$ cat src/rtl/imem_fetch_if.sv
// Fetch request/response handshake bundle shared by imem_fetch and its requester.
interface imem_fetch_if #(
  parameter int ADDR_W = 6,
  parameter int DATA_W = 32
);
  logic              req_valid;
  logic              req_ready;
  logic [ADDR_W-1:0] req_addr;
  logic              rsp_valid;
  logic              rsp_ready;
  logic [DATA_W-1:0] rsp_data;
  logic              rsp_err;

  modport master (
    output req_valid, req_addr, rsp_ready,
    input  req_ready, rsp_valid, rsp_data, rsp_err
  );

  modport slave (
    input  req_valid, req_addr, rsp_ready,
    output req_ready, rsp_valid, rsp_data, rsp_err
  );
endinterface

$ cat src/rtl/imem_fetch.sv
// Instruction memory with a one-outstanding fetch port and a program-load write port.
// Optional IMEM_FETCH_FLUSH_EN adds a flush input that drops the outstanding fetch.
module imem_fetch #(
  parameter int ADDR_W  = 6,
  parameter int DATA_W  = 32,
  parameter int DEPTH   = 64,
  parameter int LATENCY = 1
) (
  input  logic              clk,
  input  logic              reset_n,
  imem_fetch_if.slave       bus,
  input  logic              we,
  input  logic [ADDR_W-1:0] waddr,
  input  logic [DATA_W-1:0] wdata
`ifdef IMEM_FETCH_FLUSH_EN
  ,
  input  logic              flush
`endif
);

  typedef enum logic [1:0] {IDLE, WAIT, RESP} state_t;

  localparam logic [ADDR_W:0] DEPTH_L  = (ADDR_W + 1)'(DEPTH);
  localparam logic [2:0]      CNT_LOAD = 3'((LATENCY > 1) ? (LATENCY - 2) : 0);

  logic [DATA_W-1:0] mem [0:DEPTH-1];

  state_t            state_q, state_d;
  logic [2:0]        cnt_q, cnt_d;
  logic              err_q, err_d;
  logic [DATA_W-1:0] rd_data_q;

  logic flush_w;
  logic accept;
  logic rd_in_range;
  logic wr_in_range;

`ifdef IMEM_FETCH_FLUSH_EN
  assign flush_w = flush;
`else
  assign flush_w = 1'b0;
`endif

  assign rd_in_range = {1'b0, bus.req_addr} < DEPTH_L;
  assign wr_in_range = {1'b0, waddr} < DEPTH_L;

  // A flush in IDLE must block the accept, so it masks req_ready directly.
  assign bus.req_ready = (state_q == IDLE) && !flush_w;
  assign accept        = bus.req_valid && bus.req_ready;

  // Memory array kept free of reset so it maps onto block RAM; nonblocking
  // write gives read-before-write when both hit the same word.
  always_ff @(posedge clk) begin
    if (we && wr_in_range) begin
      mem[waddr] <= wdata;
    end
  end

  always_ff @(posedge clk) begin
    if (accept && rd_in_range) begin
      rd_data_q <= mem[bus.req_addr];
    end
  end

  always_ff @(posedge clk or negedge reset_n) begin
    if (!reset_n) begin
      state_q <= IDLE;
      cnt_q   <= 3'd0;
      err_q   <= 1'b0;
    end else begin
      state_q <= state_d;
      cnt_q   <= cnt_d;
      err_q   <= err_d;
    end
  end

  always_comb begin
    state_d = state_q;
    cnt_d   = cnt_q;
    err_d   = err_q;
    case (state_q)
      IDLE: begin
        if (accept) begin
          err_d = !rd_in_range;
          if (LATENCY == 1) begin
            state_d = RESP;
          end else begin
            state_d = WAIT;
            cnt_d   = CNT_LOAD;
          end
        end
      end
      WAIT: begin
        if (cnt_q == 3'd0) begin
          state_d = RESP;
        end else begin
          cnt_d = cnt_q - 3'd1;
        end
      end
      RESP: begin
        if (bus.rsp_ready) begin
          state_d = IDLE;
          err_d   = 1'b0;
        end
      end
      default: begin
        state_d = IDLE;
        cnt_d   = 3'd0;
        err_d   = 1'b0;
      end
    endcase
    if (flush_w && (state_q != IDLE)) begin
      state_d = IDLE;
      cnt_d   = 3'd0;
      err_d   = 1'b0;
    end
  end

  // Outputs are zeroed outside RESP, which also hides the unreset read register.
  assign bus.rsp_valid = (state_q == RESP);
  assign bus.rsp_err   = (state_q == RESP) && err_q;
  assign bus.rsp_data  = ((state_q == RESP) && !err_q) ? rd_data_q : '0;

endmodule
$ cat src/flat_wrapper.sv
// flat-port wrapper written by rule: the top's interface ports become plain ports
module imem_fetch_flat 
#(
  parameter int ADDR_W  = 6,
  parameter int DATA_W  = 32,
  parameter int DEPTH   = 64,
  parameter int LATENCY = 1
)
  (clk, reset_n, we, waddr, wdata, bus_req_valid, bus_req_addr, bus_rsp_ready, bus_req_ready, bus_rsp_valid, bus_rsp_data, bus_rsp_err);
  imem_fetch_if #(.ADDR_W(ADDR_W), .DATA_W(DATA_W)) bus_i ();
  input  logic clk;
  input  logic reset_n;
  input  logic we;
  input  logic [ADDR_W-1:0] waddr;
  input  logic [DATA_W-1:0] wdata;
  input wire logic [$bits(bus_i.req_valid)-1:0] bus_req_valid;
  input wire logic [$bits(bus_i.req_addr)-1:0] bus_req_addr;
  input wire logic [$bits(bus_i.rsp_ready)-1:0] bus_rsp_ready;
  output wire logic [$bits(bus_i.req_ready)-1:0] bus_req_ready;
  output wire logic [$bits(bus_i.rsp_valid)-1:0] bus_rsp_valid;
  output wire logic [$bits(bus_i.rsp_data)-1:0] bus_rsp_data;
  output wire logic [$bits(bus_i.rsp_err)-1:0] bus_rsp_err;
  assign bus_i.req_valid = bus_req_valid;
  assign bus_i.req_addr = bus_req_addr;
  assign bus_i.rsp_ready = bus_rsp_ready;
  assign bus_req_ready = bus_i.req_ready;
  assign bus_rsp_valid = bus_i.rsp_valid;
  assign bus_rsp_data = bus_i.rsp_data;
  assign bus_rsp_err = bus_i.rsp_err;
  imem_fetch #(.ADDR_W(ADDR_W), .DATA_W(DATA_W), .DEPTH(DEPTH), .LATENCY(LATENCY)) u_core (.clk(clk), .reset_n(reset_n), .bus(bus_i), .we(we), .waddr(waddr), .wdata(wdata));
endmodule
$ cat config.mk
export PLATFORM = sky130hd
export DESIGN_NAME = imem_fetch_flat
export DESIGN_NICKNAME = d
export VERILOG_FILES = /design/src/rtl/imem_fetch_if.sv /design/src/rtl/imem_fetch.sv /design/src/flat_wrapper.sv
export SDC_FILE = /design/constraint.sdc
export NUM_CORES = 2
export LEC_CHECK = 0
export BUFFER_PORTS_ARGS = -buffer_cell sky130_fd_sc_hd__buf_2
export CAP_MARGIN = 20
export CORE_ASPECT_RATIO = 0.5
export CORE_UTILIZATION = 50
export DETAILED_ROUTE_END_ITERATION = 10
export PLACE_DENSITY = 0.7
export SYNTH_ARGS = -nofsm -noshare
export SYNTH_HDL_FRONTEND = slang
export SYNTH_SLANG_ARGS = --single-unit
$ cat constraint.sdc
create_clock -name clk -period 2.8 [get_ports clk]
set_clock_uncertainty 0.05 [all_clocks]
set_input_delay 0.14 -clock clk [delete_from_list [all_inputs] [get_ports clk]]
set_output_delay 0.14 -clock clk [all_outputs]
set_load 0.01 [all_outputs]
Word-level counts from Yosys, hierarchy flattened
Memory sizes are Yosys's and may differ from the RTL's. A register that Yosys moved wholly into a read port is not among the register bits.
Cells that the tools add are included.
{"block": "word_totals", "mem_count": 1, "reg_bits": 6, "inputBits": 49, "wordCells": 35, "ram_bits": 2048, "out_inout_bits": 35}
{"memory": "u_core.mem", "words": 64, "word_bits": 32, "rd": 1, "rd_clocked_by_memory_dff": 1, "wr": 1, "line": "imem_fetch.sv:26", "source": "logic [DATA_W-1:0] mem [0:DEPTH-1];"}
{"block": "op_classes", "reduce_logical": 10, "eq_ne": 6, "n_addsub": 1, "mux": 12, "bitwise_logic": 2}
{"op": "2-to-1 mux 32 bit", "count": 1}
{"op": "2-to-1 mux 2 bit", "count": 3}
{"op": "inequality test 2 bit (second input constant)", "count": 3}
{"op": "one-hot mux 2 bit (3 select lines)", "count": 1}
{"op": "one-hot mux 3 bit (2 select lines)", "count": 1}
{"op": "AND reduction 3 bit", "count": 2}
{"op": "2-to-1 mux 1 bit", "count": 4}
{"op": "logical AND 1 bit", "count": 3}
{"op": "zero test 3 bit", "count": 1}
{"op": "2-to-1 mux 3 bit", "count": 1}
{"op": "one-hot mux 1 bit (3 select lines)", "count": 1}
{"op": "subtractor 3 x 1 -> 3 bit (second input constant)", "count": 1}
{"op": "equality test 2 x 1 -> 1 bit (second input constant)", "count": 1}
{"op": "equality test 2 bit (second input constant)", "count": 1}
{"op": "zero test 2 bit", "count": 1}
{"op": "inequality test 2 x 1 -> 1 bit (second input constant)", "count": 1}
{"op": "NOT 1 bit", "count": 2}
{"op": "AND reduction 2 bit", "count": 1}
{"op": "OR reduction 2 bit", "count": 1}
{"op": "zero test 1 bit", "count": 1}

Logic depth before layout (Yosys ltp)
{"block": "depth", "word_depth": 4, "mapped_depth": 9, "ltp_nobuf": 5}

Worst setup path after synthesis
No wires, ideal clock.
{"block": "synth_timing", "path_type": "input to register", "start": "input waddr[5]", "end": "memory u_core.mem[36][0], enable pin", "t_required_ps": 2289, "arrival_ps": 2970, "path_stages": 4, "n_path_buf": 1, "slack_ps": -681, "setup_ps": 461, "cell_sequence": "clkbuf_1 -> nor2b_1 -> nand2_1 -> nor3_1"}
{"element": "from (decl)", "line": "flat_wrapper.sv:14", "source": "input logic [ADDR_W-1:0] waddr;"}
{"element": "to (decl)", "line": "imem_fetch.sv:26"}
No word-level cell before the write port.

Worst setup path after layout
{"block": "layout_timing", "start": "register u_core.state_q[1]", "end": "output bus_rsp_data[18]"}
{"block": "layout_between", "elab_chain_len": 3}
{"element": "from (decl)", "line": "imem_fetch.sv:28", "source": "state_t state_q, state_d;"}
{"element": "from (signal assigned)", "line": "imem_fetch.sv:71", "source": "state_q <= state_d;"}
{"element": "equality test 2 bit", "line": "imem_fetch.sv:122", "source": "assign bus.rsp_data = ((state_q == RESP) && !err_q) ? rd_data_q : '0;"}
{"element": "logical AND 1 bit", "line": "imem_fetch.sv:122"}
{"element": "2-to-1 mux 32 bit", "line": "imem_fetch.sv:122"}
{"element": "to (decl)", "line": "flat_wrapper.sv:21", "source": "output wire logic [$bits(bus_i.rsp_data)-1:0] bus_rsp_data;"}
No other way between the ends.

==> results.py <==
metrics = {
    "status": {
        "outcome": "finished clean",
    },
    "route": {
        "dr.pass1.iters": 6,
        "antenna_left": 0,
        "first_iter_violations": 5491,
        "vias_per_cell": 6.52,
        "drt-total-wl_um": 206000,
        "routed-via-count": 39356,
        "drt_drc_violations_left": 0,
        "routedWlPerCell_um": 34.1,
    },
    "global_route": {
        "grt_pass1_wl_um": 286000,
        "grt_usage": 0.259,
        "antenna_found_initial": 15,
        "grt_max_degree": 65,
        "grt_pass1_vias": 38913,
        "gr-total-overflow": 0,
    },
    "synthesis": {
        "synth_commonest_cells": "edfxtp_1, mux4_2, o22ai_1",
        "syn_nets": 3464,
        "postSynthAreaPerCell_um2": 23.1,
        "synth.top_cell.area_share": 0.793,
        "synth-async-reset-ratio": 0.000481,
        "yosysUniqueCellTypes": 47,
        "synth_edf_count": 2080,
        "yosysTopAreaCell": "edfxtp_1",
        "seq_area_frac_synth": 0.793,
        "synth.cell_area_um2": 78800,
        "synthTopCellsByArea": "edfxtp_1, mux4_2, o22ai_1",
        "yosys_warnings": 0,
        "yosysMostFrequentCell": "edfxtp_1",
        "synth-seq-cells": 2081,
        "synth_flop_cell": "edfxtp_1",
        "synth_cells": 3415,
    },
    "power": {
        "p_seq_frac": 0.559,
        "combPwrFrac": 0.058,
        "netSwitchingFraction": 0.211,
        "power.density_nw_per_um2": 683,
        "switching_power_mw": 13.0,
        "p_int_mw": 48.9,
        "ir_worst_vdd_mv": 0.560,
        "power_leakage_nw": 28.3,
        "fin_total_pwr_mw": 61.9,
        "pwr-share-clk": 0.383,
    },
    "sta": {
        "hold_viol": 0,
        "worst_slew_pin_slew_ns": 1.11,
        "setup_viol": 0,
        "rsz0062_at_grt": "no",
        "timing.max_slew.rel_slack": 0.259,
        "fmax_ghz": 0.437,
        "post-route-period-util": 0.818,
        "period_minus_slack_ns": 2.29,
        "slew_violations": 0,
        "holdWs_ns": 0.0620,
    },
    "placement": {
        "dp_hpwl_um": 116000,
        "dpl_cell_area_um2": 84300,
        "placedCellCount": 5649,
        "numPortBuffers": 82,
        "gp_congestion": 0.852,
    },
    "worst_setup_path": {
        "arrival_ns": 2.10,
        "worstReg2RegEnd": "u_core.rd_data_q[30]",
        "slowest_delay_ns": 0.43,
        "path_cells": "buf_4 > and2_1 > buf_2",
        "reg2reg_slack_ns": 0.56,
        "reg2reg_from": "u_core.mem[39][30]",
        "critical-path-top-delay-family": "buffers and inverters",
        "endpoint_kind": "output port",
        "critPathRequiredTime_ns": 2.61,
        "crit_type": "reg -> out",
        "path_max_fanout": 34,
        "critical_path.slowest_cell": "buf_4",
        "worstSetupStartpointType": "register",
        "rr_worst_depth": 5,
        "critPathBufInv": 2,
    },
    "min_path": {
        "worstHoldPathCells": 2,
        "hold_path_end": "u_core.mem[62][21]",
        "hold_class": "in -> reg",
        "hp-start": "waddr[0]",
    },
    "final_layout": {
        "stdcell_area_um2": 90700,
        "fin_cells": 6034,
        "fin_util": 0.583,
        "syn_to_final_growth_pct": 15.1,
        "fin_nets": 3858,
        "drive_gt1_frac": 0.306,
    },
    "clock_network": {
        "cts-resized-gates": 0,
        "clk_latency_ns": 0.82,
        "clk_pin_slew_ns": 0.06,
        "post-cts-setup-buffer-count": 0,
        "htreeDepth": 4,
        "cts_buffer_depth": 3,
        "cts_num_sinks": 2081,
        "cts_tree": "done",
        "numCtsBuffers": 180,
        "clock-root-buffer": "clkbuf_16",
    },
    "floorplanning": {
        "dieArea_um2": 159000,
        "top_level_ports": 84,
        "start_util": 0.506,
        "die_y_um": 283,
        "die_w_um": 563,
        "rows": 102,
        "core-area_um2": 156000,
    },
    "flow_run": {
        "max_cap_viol_count": 0,
    },
}
==> worst register-to-register path, cell delays in order (launching register included) <==
cell and delay (ns):
edfxtp_1 0.39, mux4_2 0.47, mux4_2 0.49, clkinv_1 0.07, o2111ai_1 0.29, o311a_1 0.22
==> placed cells by master (no fill, tap or decap), types with 30 or more instances in the layout <==
cell type and instances:
edfxtp_1 2080, mux4_2 511, clkbuf_16 186, buf_4 185
o22ai_1 130, buf_12 94, buf_2 79, nand2_1 66
nor2_4 56, clkinv_1 48, dlygate4sd3_1 37, and2_1 36
clkinv_2 34, clkbuf_1 34, mux2i_1 31, o221ai_1 31
a21oi_1 30
==> registers in the layout, indices dropped and copies added, names as in the netlist <==
register	cells
u_core.mem	2048
u_core.rd_data_q	32
u_core.state_q	1
==> how the worst max path moves through the flow <==
stage	from	end	slack (ns)	cells past startpoint
2_1_floorplan	waddr[5]	u_core.mem[36][0]	-0.68	4
3_3_place_gp	bus_req_addr[1]	u_core.rd_data_q[8]	0.13	9
3_5_place_dp	bus_req_addr[1]	u_core.rd_data_q[8]	0.06	9
4_1_cts	u_core.state_q[1]	bus_rsp_data[18]	0.46	3
5_1_grt	u_core.state_q[1]	bus_rsp_data[18]	0.42	3
6_report	u_core.state_q[1]	bus_rsp_data[18]	0.51	3
==> cells by family after synthesis <==
logic type,count (synthesis),share of synthesized area
AOI/OAI and AO/OA,278,0.0238
buffers and inverters,197,0.0126
DFF,2081,0.793
muxes,556,0.152
other,1,0.0000476
and+or+nand+nor,302,0.0185
==> power by group through the flow <==
stage / clock network, mW / registers [mW] / logic [mW]
floorplan: 0 / 35.3 / 1.72
global placement: 0 / 35.3 / 3.34
detailed placement: 0 / 35.3 / 3.41
CTS: 23.9 / 34.6 / 3.44
global route: 25.1 / 34.6 / 3.74
finish: 23.7 / 34.6 / 3.58
==> per-stage QoR <==
step | TNS (ns) | setup WS, ns
global route | 0 | 0.419
global placement | 0 | 0.131
detailed placement | 0 | 0.0593
CTS | 0 | 0.464
finish | 0 | 0.509
floorplan | -127.97 | -0.681
==> layout make-up <==
class	count	area, µm²
clock buffer	220	4780
sequential	2081	62500
fill	10657	64900
tap	2080	2600
inverter	6	22.5
antenna	7	17.5
multi-input combinational	1137	15800
timing repair buffer	403	4220
clock inverter	100	707
==> routing by layer <==
layer	wire (µm)	vias up	share of wire	global-route usage
li1	-	15456	-	-
met1	75900	20957	0.37	0.353
met2	96300	2610	0.47	0.400
met3	28100	333	0.14	0.0872
met4	5450	0	0.027	0.0796
met5	0	-	0	0
==> what timing repair did <==
item | 4_1_cts | 5_1_grt
endpoints found under the hold margin | 344 | 884
hold buffers | 18 | 19
setup endpoints to repair | 0 | 0
Note: power is estimated with default switching activity, not from simulation.
